File: config.mk
export PLATFORM = sky130hd
export DESIGN_NAME = pipe_reg_skid_flat
export DESIGN_NICKNAME = d
export VERILOG_FILES = /design/src/rtl/pipe_reg_skid_if.sv /design/src/rtl/pipe_reg_skid.sv /design/src/flat_wrapper.sv
export SDC_FILE = /design/constraint.sdc
export NUM_CORES = 1
export LEC_CHECK = 0
export CAP_MARGIN = 20
export CORE_AREA = 5 5 157 220
export DETAILED_ROUTE_END_ITERATION = 6
export DIE_AREA = 0 0 162 225
export PLACE_DENSITY = 0.64
export SLEW_MARGIN = 20
export SYNTH_ARGS = -nofsm -noshare
export SYNTH_HDL_FRONTEND = slang
export SYNTH_SLANG_ARGS = --single-unit
File: constraint.sdc
create_clock -name clk -period 9.07 [get_ports clk]
set_input_delay 1.3605 -clock clk [delete_from_list [all_inputs] [get_ports clk]]
set_output_delay 1.3605 -clock clk [all_outputs]
set_load 0.03 [all_outputs]
File: src/rtl/pipe_reg_skid_if.sv
`default_nettype none
// +--------------------------------------------------------------------------+
// | pipe_reg_skid_if                                                         |
// | EX->MEM bundle handshake bus for the skid-buffered pipeline register.    |
// | Rev 1.0                                                                  |
// +--------------------------------------------------------------------------+
interface pipe_reg_skid_if #(
  parameter int WB_W   = 2,
  parameter int M_W    = 3,
  parameter int DATA_W = 32,
  parameter int REG_W  = 5,
  parameter int CNT_W  = 16
);
  logic              in_valid;
  logic              in_ready;
  logic              flush;
  logic [WB_W-1:0]   in_wb;
  logic [M_W-1:0]    in_m;
  logic [DATA_W-1:0] in_addr;
  logic              in_zero;
  logic [DATA_W-1:0] in_alu;
  logic [DATA_W-1:0] in_rdata2;
  logic [REG_W-1:0]  in_dst;

  logic              out_valid;
  logic              out_ready;
  logic [WB_W-1:0]   out_wb;
  logic [M_W-1:0]    out_m;
  logic [DATA_W-1:0] out_addr;
  logic              out_zero;
  logic [DATA_W-1:0] out_alu;
  logic [DATA_W-1:0] out_rdata2;
  logic [REG_W-1:0]  out_dst;
  logic [CNT_W-1:0]  stall_cnt;

  modport master (
    output in_valid, flush, in_wb, in_m, in_addr, in_zero, in_alu, in_rdata2, in_dst,
    output out_ready,
    input  in_ready, out_valid, out_wb, out_m, out_addr, out_zero, out_alu,
    input  out_rdata2, out_dst, stall_cnt
  );

  modport slave (
    input  in_valid, flush, in_wb, in_m, in_addr, in_zero, in_alu, in_rdata2, in_dst,
    input  out_ready,
    output in_ready, out_valid, out_wb, out_m, out_addr, out_zero, out_alu,
    output out_rdata2, out_dst, stall_cnt
  );
endinterface
`default_nettype wire

File: src/rtl/pipe_reg_skid.sv
`default_nettype none
// +--------------------------------------------------------------------------+
// | pipe_reg_skid                                                            |
// | Two-entry (main + skid) EX/MEM pipeline register with registered ready, |
// | flush, control zeroing on bubbles and a saturating stall counter.        |
// | Rev 1.0                                                                  |
// +--------------------------------------------------------------------------+
module pipe_reg_skid #(
  parameter int WB_W   = 2,
  parameter int M_W    = 3,
  parameter int DATA_W = 32,
  parameter int REG_W  = 5,
  parameter int CNT_W  = 16
) (
  input  logic           clk,
  input  logic           rst,
  pipe_reg_skid_if.slave bus
);

  localparam int CTL_W = WB_W + M_W;
  localparam int BW    = CTL_W + 3*DATA_W + 1 + REG_W;

  localparam logic [1:0] S_EMPTY = 2'd0;
  localparam logic [1:0] S_ONE   = 2'd1;
  localparam logic [1:0] S_TWO   = 2'd2;

  logic [1:0]       r_state;
  logic             r_in_ready;
  logic             r_out_valid;
  logic [BW-1:0]    r_main;
  logic [BW-1:0]    r_skid;
  logic [CNT_W-1:0] r_stall_cnt;

  logic [1:0]       w_state_nxt;
  logic             w_accept;
  logic             w_take;
  logic             w_ld_main_in;
  logic             w_ld_main_skid;
  logic             w_ld_skid;
  logic             w_clr_ctl;
  logic [BW-1:0]    w_in_bundle;

  assign w_in_bundle = {bus.in_wb, bus.in_m, bus.in_addr, bus.in_zero,
                        bus.in_alu, bus.in_rdata2, bus.in_dst};

  assign w_accept = bus.in_valid & r_in_ready & ~bus.flush;
  assign w_take   = r_out_valid & bus.out_ready;

  always_comb begin
    w_state_nxt    = r_state;
    w_ld_main_in   = 1'b0;
    w_ld_main_skid = 1'b0;
    w_ld_skid      = 1'b0;
    w_clr_ctl      = 1'b0;
    if (bus.flush) begin
      w_state_nxt = S_EMPTY;
      w_clr_ctl   = 1'b1;
    end else begin
      case (r_state)
        S_EMPTY: begin
          if (w_accept) begin
            w_ld_main_in = 1'b1;
            w_state_nxt  = S_ONE;
          end
        end
        S_ONE: begin
          if (w_accept && w_take) begin
            w_ld_main_in = 1'b1;
          end else if (w_accept) begin
            w_ld_skid   = 1'b1;
            w_state_nxt = S_TWO;
          end else if (w_take) begin
            w_clr_ctl   = 1'b1;
            w_state_nxt = S_EMPTY;
          end
        end
        S_TWO: begin
          // in_ready is low here, so only a take can move the state
          if (w_take) begin
            w_ld_main_skid = 1'b1;
            w_state_nxt    = S_ONE;
          end
        end
        default: begin
          w_clr_ctl   = 1'b1;
          w_state_nxt = S_EMPTY;
        end
      endcase
    end
  end

  always_ff @(posedge clk or posedge rst) begin
    if (rst) begin
      r_state     <= S_EMPTY;
      r_in_ready  <= 1'b1;
      r_out_valid <= 1'b0;
      r_main      <= '0;
      r_skid      <= '0;
    end else begin
      r_state     <= w_state_nxt;
      r_in_ready  <= (w_state_nxt != S_TWO);
      r_out_valid <= (w_state_nxt != S_EMPTY);
      if (w_ld_main_in) begin
        r_main <= w_in_bundle;
      end else if (w_ld_main_skid) begin
        r_main <= r_skid;
      end else if (w_clr_ctl) begin
        // Bubbles carry no control; data fields keep their last value
        r_main <= {{CTL_W{1'b0}}, r_main[BW-CTL_W-1:0]};
      end
      if (w_ld_skid) begin
        r_skid <= w_in_bundle;
      end
    end
  end

  always_ff @(posedge clk or posedge rst) begin
    if (rst) begin
      r_stall_cnt <= '0;
    end else if (r_out_valid && !bus.out_ready && (r_stall_cnt != {CNT_W{1'b1}})) begin
      r_stall_cnt <= r_stall_cnt + {{(CNT_W-1){1'b0}}, 1'b1};
    end
  end

  assign bus.in_ready  = r_in_ready;
  assign bus.out_valid = r_out_valid;
  assign bus.stall_cnt = r_stall_cnt;
  assign {bus.out_wb, bus.out_m, bus.out_addr, bus.out_zero,
          bus.out_alu, bus.out_rdata2, bus.out_dst} = r_main;

endmodule
`default_nettype wire
File: src/flat_wrapper.sv
// flat-port wrapper written by rule: the top's interface ports become plain ports
module pipe_reg_skid_flat 
#(
  parameter int WB_W   = 2,
  parameter int M_W    = 3,
  parameter int DATA_W = 32,
  parameter int REG_W  = 5,
  parameter int CNT_W  = 16
)
  (clk, rst, bus_in_valid, bus_flush, bus_in_wb, bus_in_m, bus_in_addr, bus_in_zero, bus_in_alu, bus_in_rdata2, bus_in_dst, bus_out_ready, bus_in_ready, bus_out_valid, bus_out_wb, bus_out_m, bus_out_addr, bus_out_zero, bus_out_alu, bus_out_rdata2, bus_out_dst, bus_stall_cnt);
  pipe_reg_skid_if #(.WB_W(WB_W), .M_W(M_W), .DATA_W(DATA_W), .REG_W(REG_W), .CNT_W(CNT_W)) bus_i ();
  input  logic clk;
  input  logic rst;
  input wire logic [$bits(bus_i.in_valid)-1:0] bus_in_valid;
  input wire logic [$bits(bus_i.flush)-1:0] bus_flush;
  input wire logic [$bits(bus_i.in_wb)-1:0] bus_in_wb;
  input wire logic [$bits(bus_i.in_m)-1:0] bus_in_m;
  input wire logic [$bits(bus_i.in_addr)-1:0] bus_in_addr;
  input wire logic [$bits(bus_i.in_zero)-1:0] bus_in_zero;
  input wire logic [$bits(bus_i.in_alu)-1:0] bus_in_alu;
  input wire logic [$bits(bus_i.in_rdata2)-1:0] bus_in_rdata2;
  input wire logic [$bits(bus_i.in_dst)-1:0] bus_in_dst;
  input wire logic [$bits(bus_i.out_ready)-1:0] bus_out_ready;
  output wire logic [$bits(bus_i.in_ready)-1:0] bus_in_ready;
  output wire logic [$bits(bus_i.out_valid)-1:0] bus_out_valid;
  output wire logic [$bits(bus_i.out_wb)-1:0] bus_out_wb;
  output wire logic [$bits(bus_i.out_m)-1:0] bus_out_m;
  output wire logic [$bits(bus_i.out_addr)-1:0] bus_out_addr;
  output wire logic [$bits(bus_i.out_zero)-1:0] bus_out_zero;
  output wire logic [$bits(bus_i.out_alu)-1:0] bus_out_alu;
  output wire logic [$bits(bus_i.out_rdata2)-1:0] bus_out_rdata2;
  output wire logic [$bits(bus_i.out_dst)-1:0] bus_out_dst;
  output wire logic [$bits(bus_i.stall_cnt)-1:0] bus_stall_cnt;
  assign bus_i.in_valid = bus_in_valid;
  assign bus_i.flush = bus_flush;
  assign bus_i.in_wb = bus_in_wb;
  assign bus_i.in_m = bus_in_m;
  assign bus_i.in_addr = bus_in_addr;
  assign bus_i.in_zero = bus_in_zero;
  assign bus_i.in_alu = bus_in_alu;
  assign bus_i.in_rdata2 = bus_in_rdata2;
  assign bus_i.in_dst = bus_in_dst;
  assign bus_i.out_ready = bus_out_ready;
  assign bus_in_ready = bus_i.in_ready;
  assign bus_out_valid = bus_i.out_valid;
  assign bus_out_wb = bus_i.out_wb;
  assign bus_out_m = bus_i.out_m;
  assign bus_out_addr = bus_i.out_addr;
  assign bus_out_zero = bus_i.out_zero;
  assign bus_out_alu = bus_i.out_alu;
  assign bus_out_rdata2 = bus_i.out_rdata2;
  assign bus_out_dst = bus_i.out_dst;
  assign bus_stall_cnt = bus_i.stall_cnt;
  pipe_reg_skid #(.WB_W(WB_W), .M_W(M_W), .DATA_W(DATA_W), .REG_W(REG_W), .CNT_W(CNT_W)) u_core (.clk(clk), .rst(rst), .bus(bus_i));
endmodule
Word-level counts from Yosys, hierarchy flattened

Cells that the tools add are included.

Add/sub/neg operators: 1
Equal/unequal tests: 4
Multiplexer cells: 24
Bitwise operators: 4
Reduce and logical (&&, ||, !) cells: 9

Operators with widths:

| cell                  | number |
|---|---|
| $mux 107              | 3 |
| $add 16x1->16 const B | 1 |
| $ne 16x16->1 const B  | 1 |
| $mux 1                | 12 |
| $mux 2                | 6 |
| $pmux 2 s3            | 1 |
| $pmux 1 s2            | 2 |
| $reduce_bool 2->1     | 2 |
| $and 1x1->1           | 3 |
| $logic_and 1x1->1     | 3 |
| $reduce_bool 3->1     | 1 |
| $eq 2x1->1 const B    | 1 |
| $eq 2x2->1 const B    | 1 |
| $logic_not 2->1       | 1 |
| $ne 2x2->1 const B    | 1 |
| $reduce_or 2->1       | 1 |
| $logic_not 1->1       | 1 |
| $not 1->1             | 1 |

Register bits after elaboration: 234
Input bits: 112
Output and inout port bits: 125
Logic and storage cells: 49

Logic depth before layout (Yosys ltp)

Gate-level depths: netlist of the first run.

Word-level depth: 9
Mapped depth: 7
Mapped depth without buffers: 5

Least setup slack after synthesis of the first run

Ideal clock, no wire load.

Path kind: input to register
Start: input port bus_in_valid
End: register u_core.r_skid[0]
Data arrival time: 2.666 ns
Setup slack: 6.280 ns
Cell stages on the path: 7
Path buffers: 3
Path through: nand2_1 -> nor2_1 -> nand3b_1 -> clkbuf_1 -> buf_2 -> buf_2 -> mux2_2

Word-level cells in the longest chain between the ends: 6

RTL lines:

| what                                        | RTL line                                 | RTL |
|---|---|---|
| start: declaration                          | flat_wrapper.sv:14                       | `input wire logic [$bits(bus_i.in_valid)-1:0] bus_in_valid;` |
| $and 1x1->1 (*) (2 in a row)                | pipe_reg_skid.sv:46                      | `assign w_accept = bus.in_valid & r_in_ready & ~bus.flush;` |
| $mux 1 or $logic_and 1x1->1 (tied branches) | pipe_reg_skid.sv:69, pipe_reg_skid.sv:67 |  |
| $mux 1 (*)                                  | pipe_reg_skid.sv:67                      | `if (w_accept && w_take) begin` |
| $mux 1 (*)                                  | pipe_reg_skid.sv:59                      | `case (r_state)` |
| $mux 1 (*)                                  | pipe_reg_skid.sv:55                      | `if (bus.flush) begin` |
| end signal: assignment                      | pipe_reg_skid.sv:112                     | `r_skid <= w_in_bundle;` |
| end: declaration                            | pipe_reg_skid.sv:31                      | `logic [BW-1:0] r_skid;` |

Mark *: on every way between the ends. The rest lies on a longest branch, timed or not.
A chain may end at the register's enable or synchronous reset.

Final worst setup path of the first run

Start: input port bus_out_ready
End: register u_core.r_main[91]

Word-level cells in the longest chain between the ends: 6

RTL lines:

| what                                          | RTL line                                  | RTL |
|---|---|---|
| start: declaration                            | flat_wrapper.sv:23                        | `input wire logic [$bits(bus_i.out_ready)-1:0] bus_out_ready;` |
| $and 1x1->1 (*)                               | pipe_reg_skid.sv:47                       | `assign w_take = r_out_valid & bus.out_ready;` |
| $logic_and 1x1->1 or $mux 1 (tied branches)   | pipe_reg_skid.sv:67, pipe_reg_skid.sv:79  |  |
| $mux 1 (on tied branches)                     | pipe_reg_skid.sv:67, pipe_reg_skid.sv:59  |  |
| $pmux 1 s2 or $mux 1 (tied branches)          | pipe_reg_skid.sv:59, pipe_reg_skid.sv:55  |  |
| $mux 1 or $mux 107 (tied branches)            | pipe_reg_skid.sv:55, pipe_reg_skid.sv:105 |  |
| $mux 107 or $reduce_bool 2->1 (tied branches) | n/a                                       |  |
| end signal: assignment                        | pipe_reg_skid.sv:104                      | `r_main <= w_in_bundle;` |
| end signal: assignment                        | pipe_reg_skid.sv:106                      | `r_main <= r_skid;` |
| end signal: assignment                        | pipe_reg_skid.sv:109                      | `r_main <= {{CTL_W{1'b0}}, r_main[BW-CTL_W-1:0]};` |
| end: declaration                              | pipe_reg_skid.sv:30                       | `logic [BW-1:0] r_main;` |

Marked as above.

==> load_flow_metrics.sql, run 1 <==
INSERT INTO impl_metrics (metric_group, metric, value, unit) VALUES
('logic_synthesis', 'post_synthesis_cell_area', '9569', 'µm²'),
('min_path', 'hold-path-cell-count', '1', ''),
('timing', 'final_max_slew_viol_count', '0', ''),
('critical_path', 'r2r_slack', '6.34', 'ns'),
('logic_synthesis', 'synth.avg_cell_area', '13.93', 'µm²'),
('logic_synthesis', 'netlist_top_cells_area', 'sky130_fd_sc_hd__dfrtp_1 61%, sky130_fd_sc_hd__mux2_2 13%, sky130_fd_sc_hd__a22o_1 9.8%', ''),
('logic_synthesis', 'synth-edff-count', '0', ''),
('route', 'antenna_violating_nets_post_route', '0', ''),
('min_path', 'hold_class', 'reg2reg', ''),
('global_routing', 'pin_count_of_the_biggest_net_entering_global_routing', '93', ''),
('place', 'globalplace.congestion', '0.7500', ''),
('timing', 'setup_tns', '0', 'ns'),
('power', 'p_per_area', '284.5', 'nW/µm²'),
('cts', 'cts_tree', 'done', ''),
('route', 'wl_per_cell', '18.43', 'µm'),
('cts', 'max-clock-path-buffers', '3', ''),
('critical_path', 'cp_data_required_time', '9.52', 'ns'),
('timing', 'final.period_utilization', '40.02', '%'),
('critical_path', 'arrival', '4.08', 'ns'),
('die', 'boundaryPins', '237', ''),
('timing', 'max_freq', '275.5', 'MHz'),
('place', 'port-buffer-count', '236', ''),
('cts', 'cts-resized-gates', '0', ''),
('logic_synthesis', 'synth_top_flop_cell', 'sky130_fd_sc_hd__dfrtp_1', ''),
('critical_path', 'critPathKind', 'in2reg', ''),
('logic_synthesis', 'synth_top_family_by_area', 'compound AO/OA/AOI/OAI gates', ''),
('route', 'num_vias', '6505', ''),
('logic_synthesis', 'yosys.area.top_type_share', '60.93', '%'),
('timing', 'worst_margin_pin_slew', '0.8750', 'ns'),
('die', 'die_x', '162', 'µm'),
('global_routing', 'grt_pass1_wl', '38570', 'µm'),
('timing', 'final_hold_viol_count', '0', ''),
('place', 'dp.final_hpwl', '16370', 'µm'),
('logic_synthesis', 'synth_sequential_area_ratio', '61.21', '%'),
('timing', 'slew_headroom', '41.67', '%'),
('critical_path', 'critical_path_peak_fanout', '58', ''),
('cts', 'cts.sinks', '234', ''),
('logic_synthesis', 'synth_compound_area_share', '19.23', '%'),
('min_path', 'hold_path.startpoint', 'u_core.r_main[96]$_DFFE_PP0P_', ''),
('layout', 'final_core_util', '40.89', '%'),
('layout', 'fill_cells', '3013', ''),
('logic_synthesis', 'post_synth_fa_ha_maj_area_fraction', '0.1308', '%'),
('layout', 'antenna_cells', '0', ''),
('global_routing', 'groute.usage.overall', '13.12', '%'),
('critical_path', 'reg2regPathDepth', '7', ''),
('logic_synthesis', 'synthesis.yosys.warnings', '0', ''),
('flow_run', 'drv_cap', '0', ''),
('cts', 'cts.hold.buffers_added', '0', ''),
('route', 'drt_iter0_markers', '178', ''),
('cts', 'cts_buffers', '24', ''),
('run_status', 'outcome', 'complete, no violations', ''),
('global_routing', 'final_global_route_overflow_total', '0', ''),
('die', 'std_cell_rows', '78', ''),
('global_routing', 'antenna_violations_before_repair', '0', ''),
('critical_path', 'timing.rr.end', 'u_core.r_main[91]$_DFFE_PP0P_', ''),
('logic_synthesis', 'synth_xor_area_share', '1.373', '%'),
('min_path', 'hold_end', 'u_core.r_main[96]$_DFFE_PP0P_', ''),
('critical_path', 'critical_path.startpoint', 'bus_out_ready', ''),
('layout', 'drive_above_1_share', '17.87', '%'),
('cts', 'clk_pin_slew_worst_paths', '0.06', 'ns'),
('critical_path', 'crit-reg2reg-launch', 'u_core.r_state[0]$_DFF_PP0_', ''),
('timing', 'finalWorstPathRequiredPeriod', '3.630', 'ns'),
('die', 'initial_utilization', '29.71', '%'),
('cts', 'insertion_delay', '0.52', 'ns'),
('timing', 'setup_viol', '0', ''),
('logic_synthesis', 'synthDominantAreaCellType', 'sky130_fd_sc_hd__dfrtp_1', ''),
('die', 'floorplan.core_area', '32210', 'µm²'),
('logic_synthesis', 'synthesis.nets', '800', ''),
('die', 'dieArea', '36450', 'µm²'),
('route', 'drt_pass1_iterations', '4', ''),
('logic_synthesis', 'synth_seq_cells', '234', '');
-- registers in the layout, summed over array words and instances (netlist names) --
signal                flops
u_core.bus.stall_cnt     16
u_core.bus.out_valid      1
u_core.r_state            2
u_core.bus.in_ready       1
u_core.r_main           107
u_core.r_skid           107
-- power by group --
| group | total [mW] | internal (mW) | switching (mW) |
|---|---|---|---|
| Combinational | 1.10 | 0.561 | 0.534 |
| Sequential | 1.63 | 1.42 | 0.210 |
| Clock | 1.02 | 0.608 | 0.416 |
| Total | 3.75 | 2.59 | 1.16 |
-- stage by stage --
stage | std cells | cell area, µm² | hold slack (ns) | setup slack (ns) | total power [mW]
after floorplan | 687 | 9569 | 0.4798 | 1.293 | 2.277
after global placement | 1285 | 12320 | 0.4580 | 4.866 | 2.724
after detailed placement | 1285 | 12320 | 0.4653 | 4.847 | 2.757
after CTS | 1328 | 13140 | 0.4791 | 5.409 | 3.808
after global routing | 1329 | 13170 | 0.4922 | 5.256 | 3.942
final | 1329 | 13170 | 0.4724 | 5.440 | 3.746
-- worst max path at each step --
stage,end,slack [ns]
final,u_core.r_main[91]$_DFFE_PP0P_,5.44
after global routing,u_core.r_main[91]$_DFFE_PP0P_,5.26
after CTS,u_core.r_main[90]$_DFFE_PP0P_,5.41
after detailed placement,u_core.r_skid[39]$_DFFE_PP0P_,4.85
after global placement,u_core.r_skid[26]$_DFFE_PP0P_,4.87
after floorplan,u_core.bus.out_valid$_DFF_PP0_,1.29
-- routing by layer --
metal | global-route usage [%] | share of wire (%) | up-vias | wire length (µm)
met3 | 3.056 | 6.0 | 42 | 1463
met5 | 0 | 0 | - | 0
met4 | 4.313 | 2.7 | 0 | 651
li1 | - | - | 3004 | -
met2 | 23.64 | 52 | 167 | 12650
met1 | 15.37 | 40 | 3292 | 9728
-- cells by family after synthesis --
group           Yosys count
buf+inv                  51
xor+xnor                 15
flops                   234
fa+ha+maj                 1
simple gates             49
compound gates          228
mux                     109
-- layout by cell type, fill, tap and decap left out, drive strengths merged, types with 4 or more instances in the layout --
| master | instances |
|---|---|
| a22o | 107 |
| nand3 | 6 |
| clkinv | 6 |
| nor3 | 4 |
| clkbuf | 31 |
| a21oi | 6 |
| dfrtp | 233 |
| nand4 | 6 |
| nor2 | 10 |
| a21o | 107 |
| xor2 | 13 |
| nand2 | 6 |
| clkdlybuf4s50 | 236 |
| inv | 4 |
| buf | 11 |
| mux2 | 109 |
-- final cells by class --
cell class / instances / area (µm²) / area share, %
flip-flops and latches: 234 / 5857 / 44.47
multi-input cells: 402 / 3510 / 26.65
repair buffers: 247 / 2465 / 18.72
clock buffers: 31 / 668.1 / 5.073
well taps: 400 / 500.5 / 3.800
clock inverters: 12 / 151.4 / 1.150
inverters: 3 / 18.77 / 0.1425
-- cells in the mapped netlist, types with 3 or more instances --
cell                         n
sky130_fd_sc_hd__nor2_1     10
sky130_fd_sc_hd__mux2_2    109
sky130_fd_sc_hd__a21oi_1     6
sky130_fd_sc_hd__clkbuf_1   28
sky130_fd_sc_hd__nand2_1     6
sky130_fd_sc_hd__nand3_1     6
sky130_fd_sc_hd__nand2b_1    3
sky130_fd_sc_hd__a21o_1    107
sky130_fd_sc_hd__buf_2      15
sky130_fd_sc_hd__buf_1       5
sky130_fd_sc_hd__dfrtp_1   233
sky130_fd_sc_hd__xor2_1     13
sky130_fd_sc_hd__nor3_1      3
sky130_fd_sc_hd__nand4_1     6
sky130_fd_sc_hd__a22o_1    107
sky130_fd_sc_hd__inv_1       3
-- critical path, stage by stage --
cell,delay [ns]
sky130_fd_sc_hd__clkdlybuf4s50_1,0.50
sky130_fd_sc_hd__a21boi_2,0.31
sky130_fd_sc_hd__nor4_4,0.07
sky130_fd_sc_hd__buf_4,0.35
sky130_fd_sc_hd__nor2_4,0.14
sky130_fd_sc_hd__buf_4,0.45
sky130_fd_sc_hd__buf_4,0.61
sky130_fd_sc_hd__a21o_1,0.20
No activity file was read; power rests on OpenSTA's default activity.
==> run 2: changes to the inputs <==
PLACE_DENSITY = 0.66   (was 0.64)
clock period = 3 ns   (was 9.07 ns; I/O delays follow)
==> run 2 against run 1 <==
Combinational power rose to 3.1 times the previous value. Clock power rose to 3.0 times the previous value. Non-clock buffer count up 11. Critical path depth shrank 7. Final cell count increased by 1.1%. Die area unchanged. Register-to-register slack worse by 5.3 ns.
==> load_flow_metrics.sql, run 2 (same netlist as run 1, synthesis figures left out) <==
INSERT INTO impl_metrics (metric_group, metric, value, unit) VALUES
('critical_path', 'crit-reg2reg-launch', 'u_core.r_state[1]$_DFF_PP0_', ''),
('run_status', 'outcome', 'complete, no violations', ''),
('route', 'num_vias', '6610', ''),
('route', 'drt_pass1_iterations', '4', ''),
('critical_path', 'cp_top_family', 'buffers and inverters', ''),
('place', 'dp_worst_setup_slack', '0.5470', 'ns'),
('global_routing', 'groute.usage.overall', '13.28', '%'),
('place', 'placed_cells', '1297', ''),
('layout', 'drive_above_1_share', '18.90', '%'),
('timing', 'worst_margin_pin_slew', '0.7303', 'ns'),
('global_routing', 'antenna_violations_before_repair', '1', ''),
('timing', 'final_hold_viol_count', '0', ''),
('die', 'std_cell_rows', '78', ''),
('critical_path', 'path_cells', 'clkdlybuf4s50_1', ''),
('cts', 'max-clock-path-buffers', '3', ''),
('cts', 'cts_tree', 'done', ''),
('global_routing', 'final_global_route_overflow_total', '0', ''),
('route', 'vias_per_instance', '4.922', ''),
('cts', 'cts_buffers', '25', ''),
('die', 'boundaryPins', '237', ''),
('timing', 'setup_repair_after_global_routing_missed_its_margin', 'no', ''),
('route', 'routed_wl', '24660', 'µm'),
('cts', 'clk_pin_slew_worst_paths', '0.06', 'ns'),
('layout', 'post_layout_nonfiller_instances', '1343', ''),
('timing', 'fin_skew', '0.007821', 'ns'),
('place', 'globalplace.congestion', '0.7441', ''),
('layout', 'final_core_util', '41.36', '%'),
('timing', 'finalWorstPathRequiredPeriod', '2.182', 'ns'),
('route', 'drt_iter0_markers', '281', ''),
('die', 'die_height', '225', 'µm'),
('route', 'wl_per_cell', '18.36', 'µm'),
('route', 'antenna_violating_nets_post_route', '0', ''),
('cts', 'cts.hold.buffers_added', '0', ''),
('route', 'drcViolationCount', '0', ''),
('flow_run', 'drv_cap', '0', ''),
('layout', 'layout_commonest_cell', 'sky130_fd_sc_hd__clkdlybuf4s50_1', ''),
('timing', 'final.period_utilization', '72.73', '%'),
('layout', 'fill_cells', '2992', ''),
('power', 'power.leakage', '6.361', 'nW'),
('die', 'floorplan.core_area', '32210', 'µm²'),
('min_path', 'hold_class', 'in2async', ''),
('timing', 'final_max_slew_viol_count', '0', ''),
('layout', 'layout_common_cells', '236 x sky130_fd_sc_hd__clkdlybuf4s50_1, 233 x sky130_fd_sc_hd__dfrtp_1, 109 x sky130_fd_sc_hd__mux2_2', ''),
('timing', 'max_freq', '458.3', 'MHz'),
('layout', 'finish.net_count', '1037', ''),
('critical_path', 'cp_data_required_time', '2.55', 'ns'),
('timing', 'slew_headroom', '51.21', '%'),
('critical_path', 'setup.worst_path.start_class', 'flop', ''),
('cts', 'cts-resized-gates', '0', ''),
('place', 'port-buffer-count', '236', ''),
('cts', 'postCtsSetupBuffers', '0', ''),
('global_routing', 'grt_pass1_vias', '6989', ''),
('critical_path', 'critPathKind', 'reg2out', ''),
('cts', 'insertion_delay', '0.53', 'ns'),
('global_routing', 'pin_count_of_the_biggest_net_entering_global_routing', '68', ''),
('critical_path', 'worst_path_max_delay_cell', 'sky130_fd_sc_hd__clkdlybuf4s50_1', ''),
('critical_path', 'cp.buffers_inverters', '1', ''),
('critical_path', 'arrival', '1.73', 'ns'),
('timing', 'setup_tns', '0', 'ns'),
('critical_path', 'critical_path.startpoint', 'u_core.bus.stall_cnt[8]$_DFFE_PP0P_', ''),
('die', 'initial_utilization', '29.71', '%'),
('timing', 'post-route-worst-setup-slack', '0.8182', 'ns'),
('power', 'worst_ir_drop_vdd', '546.4', 'µV'),
('critical_path', 'critical_path_peak_fanout', '9', ''),
('critical_path', 'cp-end-kind', 'output pin', ''),
('critical_path', 'worst_path_largest_cell_delay', '0.72', 'ns'),
('timing', 'setup_viol', '0', ''),
('die', 'dieArea', '36450', 'µm²'),
('cts', 'htree_num_levels', '1', ''),
('die', 'die_x', '162', 'µm'),
('power', 'p_per_area', '849.4', 'nW/µm²'),
('cts', 'cts.sinks', '234', ''),
('cts', 'clk_root_buffer_cell', 'sky130_fd_sc_hd__clkbuf_16', ''),
('place', 'dp.final_hpwl', '16460', 'µm'),
('global_routing', 'grt_pass1_wl', '39340', 'µm'),
('layout', 'flow.area_growth_from_synthesis', '39.21', '%');
run 2: metal layers:
metal  wire [µm]  up-vias  track usage (%)
met2       12500      182            23.53
met5           0        -                0
met4         677        0            4.122
li1            -     3030                -
met1        9703     3355            15.57
met3        1774       43            3.769
run 2: path summary, 6_finish.rpt:
| path | end | slack [ns] | depth (start not counted) |
|---|---|---|---|
| max | bus_stall_cnt[8] | 0.82 | 1 |
| min | u_core.r_skid[105]$_DFFE_PP0P_ | 0.40 | 2 |
| max reg2reg | u_core.r_main[23]$_DFFE_PP0P_ | 1.03 | 5 |
| min reg2reg | u_core.r_main[22]$_DFFE_PP0P_ | 0.47 | 1 |
| max in group asynchronous | u_core.r_main[60]$_DFFE_PP0P_ | 1.82 | 3 |
| min in group clk | u_core.r_main[22]$_DFFE_PP0P_ | 0.47 | 1 |
run 2: layout make-up:
class	instances	area, µm²	share of cell area, %
clock buffer	32	671.9	5.044
tap	400	500.5	3.757
antenna	1	2.502	0.01878
timing repair buffer	258	2640	19.82
sequential	234	5857	43.97
clock inverter	13	125.1	0.9392
multi-input combinational	402	3510	26.35
inverter	3	15.01	0.1127
run 2: power breakdown:
part           switching, mW  leakage [nW]  internal [mW]
logic                   1.64          3.08           1.72
clock network           1.29         0.397           1.76
registers              0.629          2.88           4.28
total                   3.56          6.36           7.76
run 2: stage by stage:
stage	hold WS [ns]	total power, mW	cell area (µm²)
2_1_floorplan	0.4798	6.886	9573
3_3_place_gp	0.4582	8.260	12520
6_report	0.3982	11.31	13320
4_1_cts	0.4061	11.48	13320
3_5_place_dp	0.4639	8.373	12520
5_1_grt	0.4323	11.92	13320
